`config.mk`:
```
export PLATFORM = sky130hd
export DESIGN_NAME = mem_access_stage_flat
export DESIGN_NICKNAME = d
export VERILOG_FILES = /design/src/rtl/mem_access_stage_if.sv /design/src/rtl/mem_access_stage.sv /design/src/flat_wrapper.sv
export SDC_FILE = /design/constraint.sdc
export NUM_CORES = 1
export LEC_CHECK = 0
export ABC_AREA = 1
export CORE_AREA = 4 4 208 210
export CTS_CLUSTER_DIAMETER = 200
export DETAILED_ROUTE_END_ITERATION = 7
export DIE_AREA = 0 0 212 214
export GPL_ROUTABILITY_DRIVEN = 1
export SYNTH_ARGS = -nofsm -noshare
export SYNTH_HDL_FRONTEND = slang
export SYNTH_SLANG_ARGS = --single-unit
```
`constraint.sdc`:
```
create_clock -name clk -period 9.43 [get_ports clk]
set_clock_uncertainty 0.15 [all_clocks]
set_input_delay 1.886 -clock clk [delete_from_list [all_inputs] [get_ports clk]]
set_output_delay 1.886 -clock clk [all_outputs]
set_load 0.02 [all_outputs]
```
`src/rtl/mem_access_stage_if.sv`:
```
// mem_access_stage_if: req/ack data-memory bus between the memory-access stage and data memory
interface mem_access_stage_if #(
  parameter int WIDTH = 64
);
  logic             req;
  logic             we;
  logic [WIDTH-1:0] addr;
  logic [WIDTH-1:0] wdata;
  logic             ack;
  logic [WIDTH-1:0] rdata;
  modport master (output req, we, addr, wdata, input ack, rdata);
  modport slave (input req, we, addr, wdata, output ack, rdata);
endinterface

```
`src/rtl/mem_access_stage.sv`:
```
// mem_access_stage: resolves branches, runs loads/stores over a req/ack bus, emits a registered write-back bundle
module mem_access_stage #(
  parameter int WIDTH    = 64,
  parameter int TIMEOUT  = 16,
  parameter int REG_BITS = 5
) (
  input  logic                clk,
  input  logic                reset,
  input  logic                ex_valid,
  output logic                ex_ready,
  input  logic [WIDTH-1:0]    alu_result,
  input  logic [WIDTH-1:0]    write_data,
  input  logic [WIDTH-1:0]    branch_target,
  input  logic                zero,
  input  logic                mem_read,
  input  logic                mem_write,
  input  logic                branch,
  input  logic                uncond_branch,
  input  logic                mem_to_reg,
  input  logic                reg_write,
  input  logic [REG_BITS-1:0] rd,
  mem_access_stage_if.master  dmem,
  output logic                pc_src,
  output logic [WIDTH-1:0]    pc_target,
  output logic                wb_valid,
  output logic [WIDTH-1:0]    wb_data,
  output logic [REG_BITS-1:0] wb_rd,
  output logic                wb_reg_write,
  output logic                mem_fault
);
  typedef enum logic {IDLE, ACCESS} state_t;
  localparam int CW = $clog2(TIMEOUT);
  localparam logic [CW-1:0] LAST = CW'(TIMEOUT - 1);
  state_t state, next_state;
  logic [CW-1:0] cnt;
  logic [WIDTH-1:0] addr_q, wdata_q;
  logic we_q, m2r_q, rw_q;
  logic [REG_BITS-1:0] rd_q;
  logic accept, is_mem, aligned, done;
  assign accept  = ex_valid & ex_ready;
  assign is_mem  = mem_read | mem_write;
  assign aligned = alu_result[2:0] == 3'd0;
  assign done    = dmem.ack | (cnt == LAST);
  assign dmem.addr  = addr_q;
  assign dmem.wdata = wdata_q;
  // state register; async reset aborts any in-flight access
  always_ff @(posedge clk or posedge reset)
    if (reset) state <= IDLE;
    else state <= next_state;
  // aligned memory ops enter ACCESS; ack or expiry returns to IDLE
  always_comb
    next_state = state == IDLE ? ((accept && is_mem && aligned) ? ACCESS : IDLE)
                               : (done ? IDLE : ACCESS);
  // handshake outputs decoded from state; store strobe only meaningful during a request
  always_comb begin
    ex_ready = state == IDLE;
    dmem.req = state == ACCESS;
    dmem.we  = (state == ACCESS) & we_q;
  end
  // latch the accepted instruction, resolve its branch, produce write-back and fault flags
  always_ff @(posedge clk or posedge reset)
    if (reset) begin
      cnt          <= '0;
      addr_q       <= '0;
      wdata_q      <= '0;
      we_q         <= 1'b0;
      m2r_q        <= 1'b0;
      rw_q         <= 1'b0;
      rd_q         <= '0;
      pc_src       <= 1'b0;
      pc_target    <= '0;
      wb_valid     <= 1'b0;
      wb_data      <= '0;
      wb_rd        <= '0;
      wb_reg_write <= 1'b0;
      mem_fault    <= 1'b0;
    end else begin
      pc_src       <= 1'b0;
      wb_valid     <= 1'b0;
      wb_reg_write <= 1'b0;
      if (accept) begin
        addr_q    <= alu_result;
        wdata_q   <= write_data;
        we_q      <= mem_write;
        m2r_q     <= mem_to_reg;
        rw_q      <= reg_write;
        rd_q      <= rd;
        pc_src    <= uncond_branch | (branch & zero);
        pc_target <= branch_target;
        if (is_mem && !aligned) mem_fault <= 1'b1;
        else if (!is_mem) begin
          wb_valid     <= 1'b1;
          wb_data      <= alu_result;
          wb_rd        <= rd;
          wb_reg_write <= reg_write;
        end
      end
      if (state == ACCESS) begin
        cnt <= done ? '0 : cnt + 1'b1;
        if (dmem.ack) begin
          wb_valid     <= 1'b1;
          wb_data      <= m2r_q ? dmem.rdata : addr_q;
          wb_rd        <= rd_q;
          wb_reg_write <= rw_q;
        end else if (cnt == LAST) mem_fault <= 1'b1;
      end
    end
endmodule

```
`src/flat_wrapper.sv`:
```
// flat-port wrapper written by rule: the top's interface ports become plain ports
module mem_access_stage_flat 
#(
  parameter int WIDTH    = 64,
  parameter int TIMEOUT  = 16,
  parameter int REG_BITS = 5
)
  (clk, reset, ex_valid, ex_ready, alu_result, write_data, branch_target, zero, mem_read, mem_write, branch, uncond_branch, mem_to_reg, reg_write, rd, pc_src, pc_target, wb_valid, wb_data, wb_rd, wb_reg_write, mem_fault, dmem_req, dmem_we, dmem_addr, dmem_wdata, dmem_ack, dmem_rdata);
  mem_access_stage_if #(.WIDTH(WIDTH)) dmem_i ();
  input  logic clk;
  input  logic reset;
  input  logic ex_valid;
  output logic ex_ready;
  input  logic [WIDTH-1:0] alu_result;
  input  logic [WIDTH-1:0] write_data;
  input  logic [WIDTH-1:0] branch_target;
  input  logic zero;
  input  logic mem_read;
  input  logic mem_write;
  input  logic branch;
  input  logic uncond_branch;
  input  logic mem_to_reg;
  input  logic reg_write;
  input  logic [REG_BITS-1:0] rd;
  output logic pc_src;
  output logic [WIDTH-1:0] pc_target;
  output logic wb_valid;
  output logic [WIDTH-1:0] wb_data;
  output logic [REG_BITS-1:0] wb_rd;
  output logic wb_reg_write;
  output logic mem_fault;
  output wire logic [$bits(dmem_i.req)-1:0] dmem_req;
  output wire logic [$bits(dmem_i.we)-1:0] dmem_we;
  output wire logic [$bits(dmem_i.addr)-1:0] dmem_addr;
  output wire logic [$bits(dmem_i.wdata)-1:0] dmem_wdata;
  input wire logic [$bits(dmem_i.ack)-1:0] dmem_ack;
  input wire logic [$bits(dmem_i.rdata)-1:0] dmem_rdata;
  assign dmem_req = dmem_i.req;
  assign dmem_we = dmem_i.we;
  assign dmem_addr = dmem_i.addr;
  assign dmem_wdata = dmem_i.wdata;
  assign dmem_i.ack = dmem_ack;
  assign dmem_i.rdata = dmem_rdata;
  mem_access_stage #(.WIDTH(WIDTH), .TIMEOUT(TIMEOUT), .REG_BITS(REG_BITS)) u_core (.clk(clk), .reset(reset), .ex_valid(ex_valid), .ex_ready(ex_ready), .alu_result(alu_result), .write_data(write_data), .branch_target(branch_target), .zero(zero), .mem_read(mem_read), .mem_write(mem_write), .branch(branch), .uncond_branch(uncond_branch), .mem_to_reg(mem_to_reg), .reg_write(reg_write), .rd(rd), .dmem(dmem_i), .pc_src(pc_src), .pc_target(pc_target), .wb_valid(wb_valid), .wb_data(wb_data), .wb_rd(wb_rd), .wb_reg_write(wb_reg_write), .mem_fault(mem_fault));
endmodule
```
; ---- Yosys cells after proc, flatten, opt, wreduce, memory -nomap -nowiden
; Cells that the tools add are included.
[word_totals]
register_bits = 278
inputBits = 272
elab_cells = 60
[classes]
addsub = 1
eq_ne = 1
mux = 31
bitwise = 7
n_reduce_logical = 5
[ops]
columns = operator, n
row1 = 64-bit 2-to-1 mux, 6
row2 = 5-bit 2-to-1 mux, 5
row3 = 1-bit 2-to-1 mux, 19
row4 = "4-bit by 1-bit adder with 4-bit output, second input constant", 1
row5 = "4-bit == test, second input constant", 1
row6 = 4-bit 2-to-1 mux, 1
row7 = 1-bit AND, 3
row8 = 1-bit logical AND, 3
row9 = 3-bit zero test, 1
row10 = 1-bit OR, 3
row11 = 1-bit zero test, 1
row12 = 1-bit inverter, 1

; ---- Longest topological paths before layout
; Gate-level depths: netlist of run 1.
[depth]
depth_word = 8
mapped_depth = 8
mapped_depth_nobuf = 6

; ---- Worst setup path after synthesis of run 1
; Ideal clock, no wire load.
[synth_timing]
kind = input port to flip-flop
start = in mem_write
end = reg u_core.wb_data[47]
setup_time_ns = 0.118
t_arrival_ns = 2.681
path_slack_ns = 6.481
stages = 8
path_cell_list = nor2_2 -> inv_1 -> nor2_4 -> buf_4 -> buf_6 -> nand2_1 -> nand3_1 -> nand2_1
[synth_between]
elab_chain_cells = 6
elab_cells_between_ends = 7
cone_classes = mux (5) / bitwise (1) / reduce/logical (1)
[synth_rtl]
columns = element, line
row1 = from (decl), flat_wrapper.sv:19  ; input logic mem_write;
row2 = 1-bit OR (*), mem_access_stage.sv:41  ; assign is_mem = mem_read | mem_write;
row3 = 64-bit 2-to-1 mux or 1-bit logical AND (tied branches), "mem_access_stage.sv:91, mem_access_stage.sv:90"
row4 = 64-bit 2-to-1 mux (*), mem_access_stage.sv:90  ; if (is_mem && !aligned) mem_fault <= 1'b1;
row5 = 64-bit 2-to-1 mux (*), mem_access_stage.sv:81  ; if (accept) begin
row6 = 64-bit 2-to-1 mux, mem_access_stage.sv:100  ; if (dmem.ack) begin
row7 = 64-bit 2-to-1 mux (*), mem_access_stage.sv:98  ; if (state == ACCESS) begin
row8 = to (signal assigned), mem_access_stage.sv:93  ; wb_data <= alu_result;
row9 = to (signal assigned), mem_access_stage.sv:102  ; wb_data <= m2r_q ? dmem.rdata : addr_q;
row10 = to (decl), mem_access_stage.sv:26  ; output logic [WIDTH-1:0] wb_data,
; Mark *: on every way between the ends. The rest lies on a longest branch, timed or not.
; A chain may end at the register's enable or synchronous reset.

; ---- Worst setup path in the final report of run 1
[layout_timing]
start = in ex_valid
end = reg u_core.wb_reg_write
[layout_between]
elab_chain_cells = 4
[layout_rtl]
columns = element, line
row1 = from (decl), flat_wrapper.sv:12  ; input logic ex_valid;
row2 = 1-bit AND (*), mem_access_stage.sv:40  ; assign accept = ex_valid & ex_ready;
row3 = 1-bit 2-to-1 mux (*), mem_access_stage.sv:81
row4 = 1-bit 2-to-1 mux, mem_access_stage.sv:100
row5 = 1-bit 2-to-1 mux (*), mem_access_stage.sv:98
row6 = to (signal assigned), mem_access_stage.sv:95  ; wb_reg_write <= reg_write;
row7 = to (signal assigned), mem_access_stage.sv:104  ; wb_reg_write <= rw_q;
row8 = to (decl), mem_access_stage.sv:28  ; output logic wb_reg_write,
; Marked as above.

==> reports/metrics.yaml, run 1 <==
drt:
  drc_errors: 0
  post_drt_wl_per_cell_um: 17.2
  viasPerCell: 4.45
  wirelength_mm: 45.5
  drtAntennaViolNets: 0
  drtIter0Drc: 740
  dr.pass1.iters: 5
  num_vias: 11700
synth:
  ys_types: 23
  avgSynthCellArea_um2: 7.80
  synthesis.nets: 1849
  ys_seq_area_frac: 0.566
  post_synth_inst_count: 1576
  synthMuxAreaShare: 0
  ys_warn_count: 0
  synth_top_family_by_area: "simple AND/OR/NAND/NOR gates"
  netlist_area_um2: 12300
  synth-compound-area-share: 0.0646
  synth_xor_xnor_area_share: 0.000712
  synthSimpleGateAreaFrac: 0.272
  synth-seq-cells: 278
  synthAdderAreaFrac: 0.00102
critical_path:
  slowest_stage: "buf_4"
  cpPeakStageDelay_ns: 0.92
  critPathTopFamily: "buffers and inverters"
  crit_fanout: 100
  reg2reg_slack_ns: 6.57
  path_cells: "clkdlybuf4s50_1 > inv_2 > nor2_4 > buf_4 > nand2_1 > o22ai_1"
  critPathRequiredTime_ns: 9.69
  critPathArrivalTime_ns: 4.58
  critPathLaunchType: "input port"
  reg2reg_from: "u_core.dmem.req"
  r2r_cells: 4
  critical_path_class: "input port to flop"
  crit-reg2reg-capture: "u_core.wb_reg_write"
  cp-end-kind: "flop"
  crit_buf_inv: 3
clock_tree:
  cts.clk_slew.worst_paths_ns: 0.06
  clock_latency_ns: 0.52
  cts_buffers: 34
  cts_root_buf: "clkbuf_16"
  cts_resized: 0
  htreeDepth: 2
  postCtsSetupBuffers: 0
  cts_tree: "built"
  cts-hold-fix-buffers: 0
  numClockSinks: 278
  clock_path_buffers: 3
status:
  status: "complete, no violations"
finish:
  layout.nets: 2348
  layout-drive-gt1-share: 0.0352
  final_cell_mix: "nand2_1 (774), clkdlybuf4s50_1 (539), dfrtp_1 (277)"
  final_core_util: 0.463
  layout_commonest_cell: "nand2_1"
  area_delta_synth_final_pct: 56.6
placed_design:
  hpwl_mm: 31.2
  place.gp.congestion: 0.828
  io_buffers: 539
worst_hold_path:
  hold_path_end: "u_core.mem_fault"
  hold_depth: 2
  hp-class: "flop to flop"
  min-delay-start: "u_core.mem_fault"
global_route:
  grt_pass1_wl_mm: 70.3
  antenna_found_initial: 3
  grt_pass1_vias: 12200
  grt_max_degree: 144
  grt-ovfl-total: 0
  track_usage: 0.195
floorplanning:
  die_y_um: 214
  die_w_um: 212
  initial_core_util: 0.296
  die_area_um2: 45400
  fp.coreArea_um2: 41600
  row_count: 75
  io_pins: 540
flow_run:
  drv_cap: 0
sta:
  maxSlewHeadroom: 0.297
  tightest_slew_ns: 1.05
  maxSlewViolCount: 0
  setup_tns_ns: 0
  setup_violations: 0
  period_share: 0.457
  rsz0062_at_grt: "no"
  fin_crit_ns: 4.31
  max_freq_mhz: 232
  finalHoldViolCount: 0
power:
  clockPowerShare: 0.342
  total_power_uw: 3930
  p_switching_uw: 1230
  switching_share: 0.313
  p_leak_uw: 0.00959
  p_int_uw: 2700
  p_comb_frac: 0.278
  power_density_nw_per_um2: 204
  ir_worst_vdd_mv: 0.104
  power_frac_seq: 0.380
==> layout make-up <==
| type | count | area, µm² |
|---|---|---|
| fill | 4079 | 22300 |
| clock inverter | 9 | 101 |
| sequential | 278 | 6960 |
| antenna | 3 | 7.51 |
| inverter | 209 | 788 |
| tap | 539 | 674 |
| clock buffer | 52 | 1050 |
| multi-input combinational | 1003 | 4190 |
| timing repair buffer | 549 | 5480 |
==> worst max-delay path by stage <==
stage / cells past startpoint / slack (ns) / to / startpoint
after floorplan: 1 / 3.71 / u_core.cnt[0] / reset
after global placement: 6 / 4.65 / u_core.wb_reg_write / ex_valid
after detailed placement: 6 / 4.53 / u_core.wb_reg_write / ex_valid
after CTS: 6 / 5.10 / u_core.wb_reg_write / ex_valid
after global routing: 6 / 4.88 / u_core.wb_reg_write / ex_valid
final: 6 / 5.12 / u_core.wb_reg_write / ex_valid
==> sequential cells by signal, indices dropped and copies added (netlist names) <==
name and count:
u_core.dmem.req 1, u_core.mem_fault 1, u_core.pc_target 64, u_core.wb_valid 1
u_core.we_q 1, u_core.dmem.addr 64, u_core.pc_src 1, u_core.wb_rd 5
u_core.m2r_q 1, u_core.rd_q 5, u_core.wb_reg_write 1, u_core.cnt 4
u_core.rw_q 1, u_core.dmem.wdata 64, u_core.wb_data 64
==> metrics by stage <==
stage / setup slack, ns / instances / hold WS (ns) / cell area, µm²
2_1_floorplan: 3.71 / 1576 / 0.299 / 12300
4_1_cts: 5.10 / 2639 / 0.322 / 19200
5_1_grt: 4.88 / 2642 / 0.350 / 19300
6_report: 5.12 / 2642 / 0.317 / 19300
3_3_place_gp: 4.65 / 2578 / 0.304 / 18100
3_5_place_dp: 4.53 / 2578 / 0.309 / 18100
==> cell usage after synthesis <==
| master | number | area [µm²] |
|---|---|---|
| xnor2_1 | 1 | 8.76 |
| dfrtp_1 | 278 | 6960 |
| buf_1 | 8 | 30.0 |
| nor2_4 | 1 | 11.3 |
| nand2_2 | 1 | 6.26 |
| inv_1 | 206 | 773 |
| a21oi_1 | 2 | 10.0 |
| o31ai_1 | 1 | 7.51 |
| a22oi_1 | 1 | 7.51 |
| buf_2 | 43 | 215 |
| buf_4 | 1 | 7.51 |
| clkbuf_1 | 32 | 120 |
| o21ai_0 | 97 | 485 |
| o211ai_1 | 37 | 278 |
| nor2_1 | 9 | 33.8 |
| buf_6 | 2 | 22.5 |
| nand3_1 | 73 | 365 |
| o22ai_1 | 1 | 6.26 |
| nand2_1 | 776 | 2910 |
| inv_2 | 3 | 11.3 |
| nor3_1 | 1 | 5.00 |
| ha_1 | 1 | 12.5 |
| nor2_2 | 1 | 6.26 |
==> worst min-delay path, stage by stage (launching register included) <==
cell and delay [ns]:
dfrtp_1 0.34, nor2_1 0.05, nand2_1 0.05
==> cells by family after synthesis <==
logic type,count (synthesis)
XOR/XNOR,1
AND/OR/NAND/NOR,862
buffers and inverters,295
flip-flops,278
AO/OA/AOI/OAI,139
adder cells (fa/ha/maj),1
==> power by group through the flow <==
stage / combinational (µW) / clock (µW) / sequential (µW)
6_report: 1090 / 1340 / 1490
5_1_grt: 1190 / 1440 / 1520
4_1_cts: 1110 / 1390 / 1500
3_5_place_dp: 1100 / 0 / 1510
3_3_place_gp: 1090 / 0 / 1510
2_1_floorplan: 309 / 0 / 1700
==> routing by layer <==
layer,GRT usage,vias to the layer above,part of all wire
met2,0.317,454,0.47
met3,0.0628,83,0.088
met4,0.0819,0,0.036
met1,0.239,5470,0.41
li1,-,5742,-
met5,0,-,0
Note: power is estimated with default switching activity, not from simulation.
==> run 2: changes to the inputs <==
==> constraint.sdc (replaced) <==
create_clock -name clk -period 3.75 [get_ports clk]
set_clock_uncertainty 0.15 [all_clocks]
set_input_delay 0.75 -clock clk [delete_from_list [all_inputs] [get_ports clk]]
set_output_delay 0.75 -clock clk [all_outputs]
set_load 0.02 [all_outputs]
==> reports/metrics.yaml, run 2 (synthesis results as in run 1) <==
sta:
  rsz0062_at_grt: "no"
  setup_violations: 0
  period_share: 0.777
  finalHoldViolCount: 0
  setup_tns_ns: 0
  maxSlewHeadroom: 0.344
  tightest_slew_ns: 0.983
  max_freq_mhz: 343
  whs_ns: 0.325
  fin_crit_ns: 2.92
  maxSlewViolCount: 0
clock_tree:
  postCtsSetupBuffers: 0
  cts_buffers: 34
  cts_resized: 0
  cts_tree: "built"
  htreeDepth: 2
  numClockSinks: 278
  cts-hold-fix-buffers: 0
  cts_root_buf: "clkbuf_16"
  clock_latency_ns: 0.53
  cts.clk_slew.worst_paths_ns: 0.06
  clock_path_buffers: 3
drt:
  drtAntennaViolNets: 0
  drtIter0Drc: 823
  viasPerCell: 4.47
  num_vias: 11900
  post_drt_wl_per_cell_um: 17.4
  dr.pass1.iters: 5
  wirelength_mm: 46.1
  drc_errors: 0
floorplanning:
  io_pins: 540
  die_w_um: 212
  row_count: 75
  fp.coreArea_um2: 41600
  die_area_um2: 45400
  initial_core_util: 0.296
  die_y_um: 214
power:
  power_density_nw_per_um2: 515
  ir_worst_vdd_mv: 0.333
  p_leak_uw: 0.00970
finish:
  layout-drive-gt1-share: 0.0412
  area_delta_synth_final_pct: 58.6
  fin_cells: 2656
  final_cell_area_um2: 19500
  final_cell_mix: "nand2_1 (774), clkdlybuf4s50_1 (539), dfrtp_1 (277)"
  layout_commonest_cell: "nand2_1"
  layout.nets: 2361
status:
  status: "complete, no violations"
worst_hold_path:
  hold_path_end: "u_core.pc_target[9]"
  hold_depth: 2
  hp-class: "flop to flop"
  min-delay-start: "u_core.pc_target[9]"
critical_path:
  critPathLaunchType: "flop"
  reg2reg_from: "u_core.dmem.req"
  crit_fanout: 8
  critPathRequiredTime_ns: 2.85
  crit_buf_inv: 2
  critPathArrivalTime_ns: 2.02
  slowest_stage: "clkdlybuf4s50_1"
  r2r_cells: 7
  crit-reg2reg-capture: "u_core.wb_rd[0]"
  reg2reg_slack_ns: 1.53
  cp-end-kind: "output port"
  cpPeakStageDelay_ns: 0.70
  critical_path_class: "flop to output port"
  critPathTopFamily: "buffers and inverters"
  path_cells: "inv_2 > clkdlybuf4s50_1"
placed_design:
  place_inst: 2591
  hpwl_mm: 32.2
  placed_cell_area_um2: 18300
  place.gp.congestion: 0.833
  io_buffers: 539
global_route:
  track_usage: 0.196
  grt_max_degree: 109
  antenna_found_initial: 6
  grt_pass1_vias: 12000
  grt-ovfl-total: 0
  grt_pass1_wl_mm: 70.8
flow_run:
  drv_cap: 0
-- run 2: cell types whose count changed in the layout (fill, tap and decap cells not counted), moves of 2 or more --
cell       change
clkbuf_1       -2
bufinv_16      +2
diode_2        +3
buf_4          +5
buf_12         +8
-- run 2: per-stage QoR --
step                      total power, µW  utilization  worst slack, ns
after floorplan                      5060            -           -0.829
after global placement               6560        0.440            0.953
after detailed placement             6590        0.440            0.912
after CTS                           10200        0.469            0.752
after global routing                10600        0.469            0.749
final                               10000        0.469            0.835
-- run 2: worst max-delay path by stage --
stage / slack, ns / cells after the start / startpoint / end
final: 0.83 / 2 / u_core.dmem.req / ex_ready
after global routing: 0.75 / 2 / u_core.dmem.req / ex_ready
after CTS: 0.75 / 2 / u_core.dmem.req / ex_ready
after detailed placement: 0.91 / 7 / ex_valid / u_core.wb_data[9]
after global placement: 0.95 / 7 / ex_valid / u_core.wb_data[5]
after floorplan: -0.83 / 1 / reset / u_core.cnt[0]
-- run 2: cell type report --
type                            instances  area (µm²)
Fill cell                            4049       22100
Antenna cell                            6        15.0
Multi-Input combinational cell       1003        4190
Inverter                              209         788
Clock inverter                         10         155
Clock buffer                           49        1030
Tap cell                              539         674
Sequential cell                       278        6960
Timing Repair Buffer                  562        5680
-- run 2: routing by layer --
layer | wire length (µm) | part of all wire | track usage
met1 | 18100 | 0.39 | 0.238
met2 | 22300 | 0.48 | 0.321
met3 | 4450 | 0.096 | 0.0725
met4 | 1300 | 0.028 | 0.0702
met5 | 0 | 0 | 0
-- run 2: power breakdown --
part / switching [µW] / internal (µW) / leakage, µW
logic: 1460 / 1290 / 0.00579
registers: 322 / 3450 / 0.00333
clock network: 1330 / 2180 / 0.000579
-- run 2: tightest hold or removal path, stage by stage, from the launching register on --
cell	delay, ns
dfrtp_1	0.34
nand2_1	0.05
nand2_1	0.05
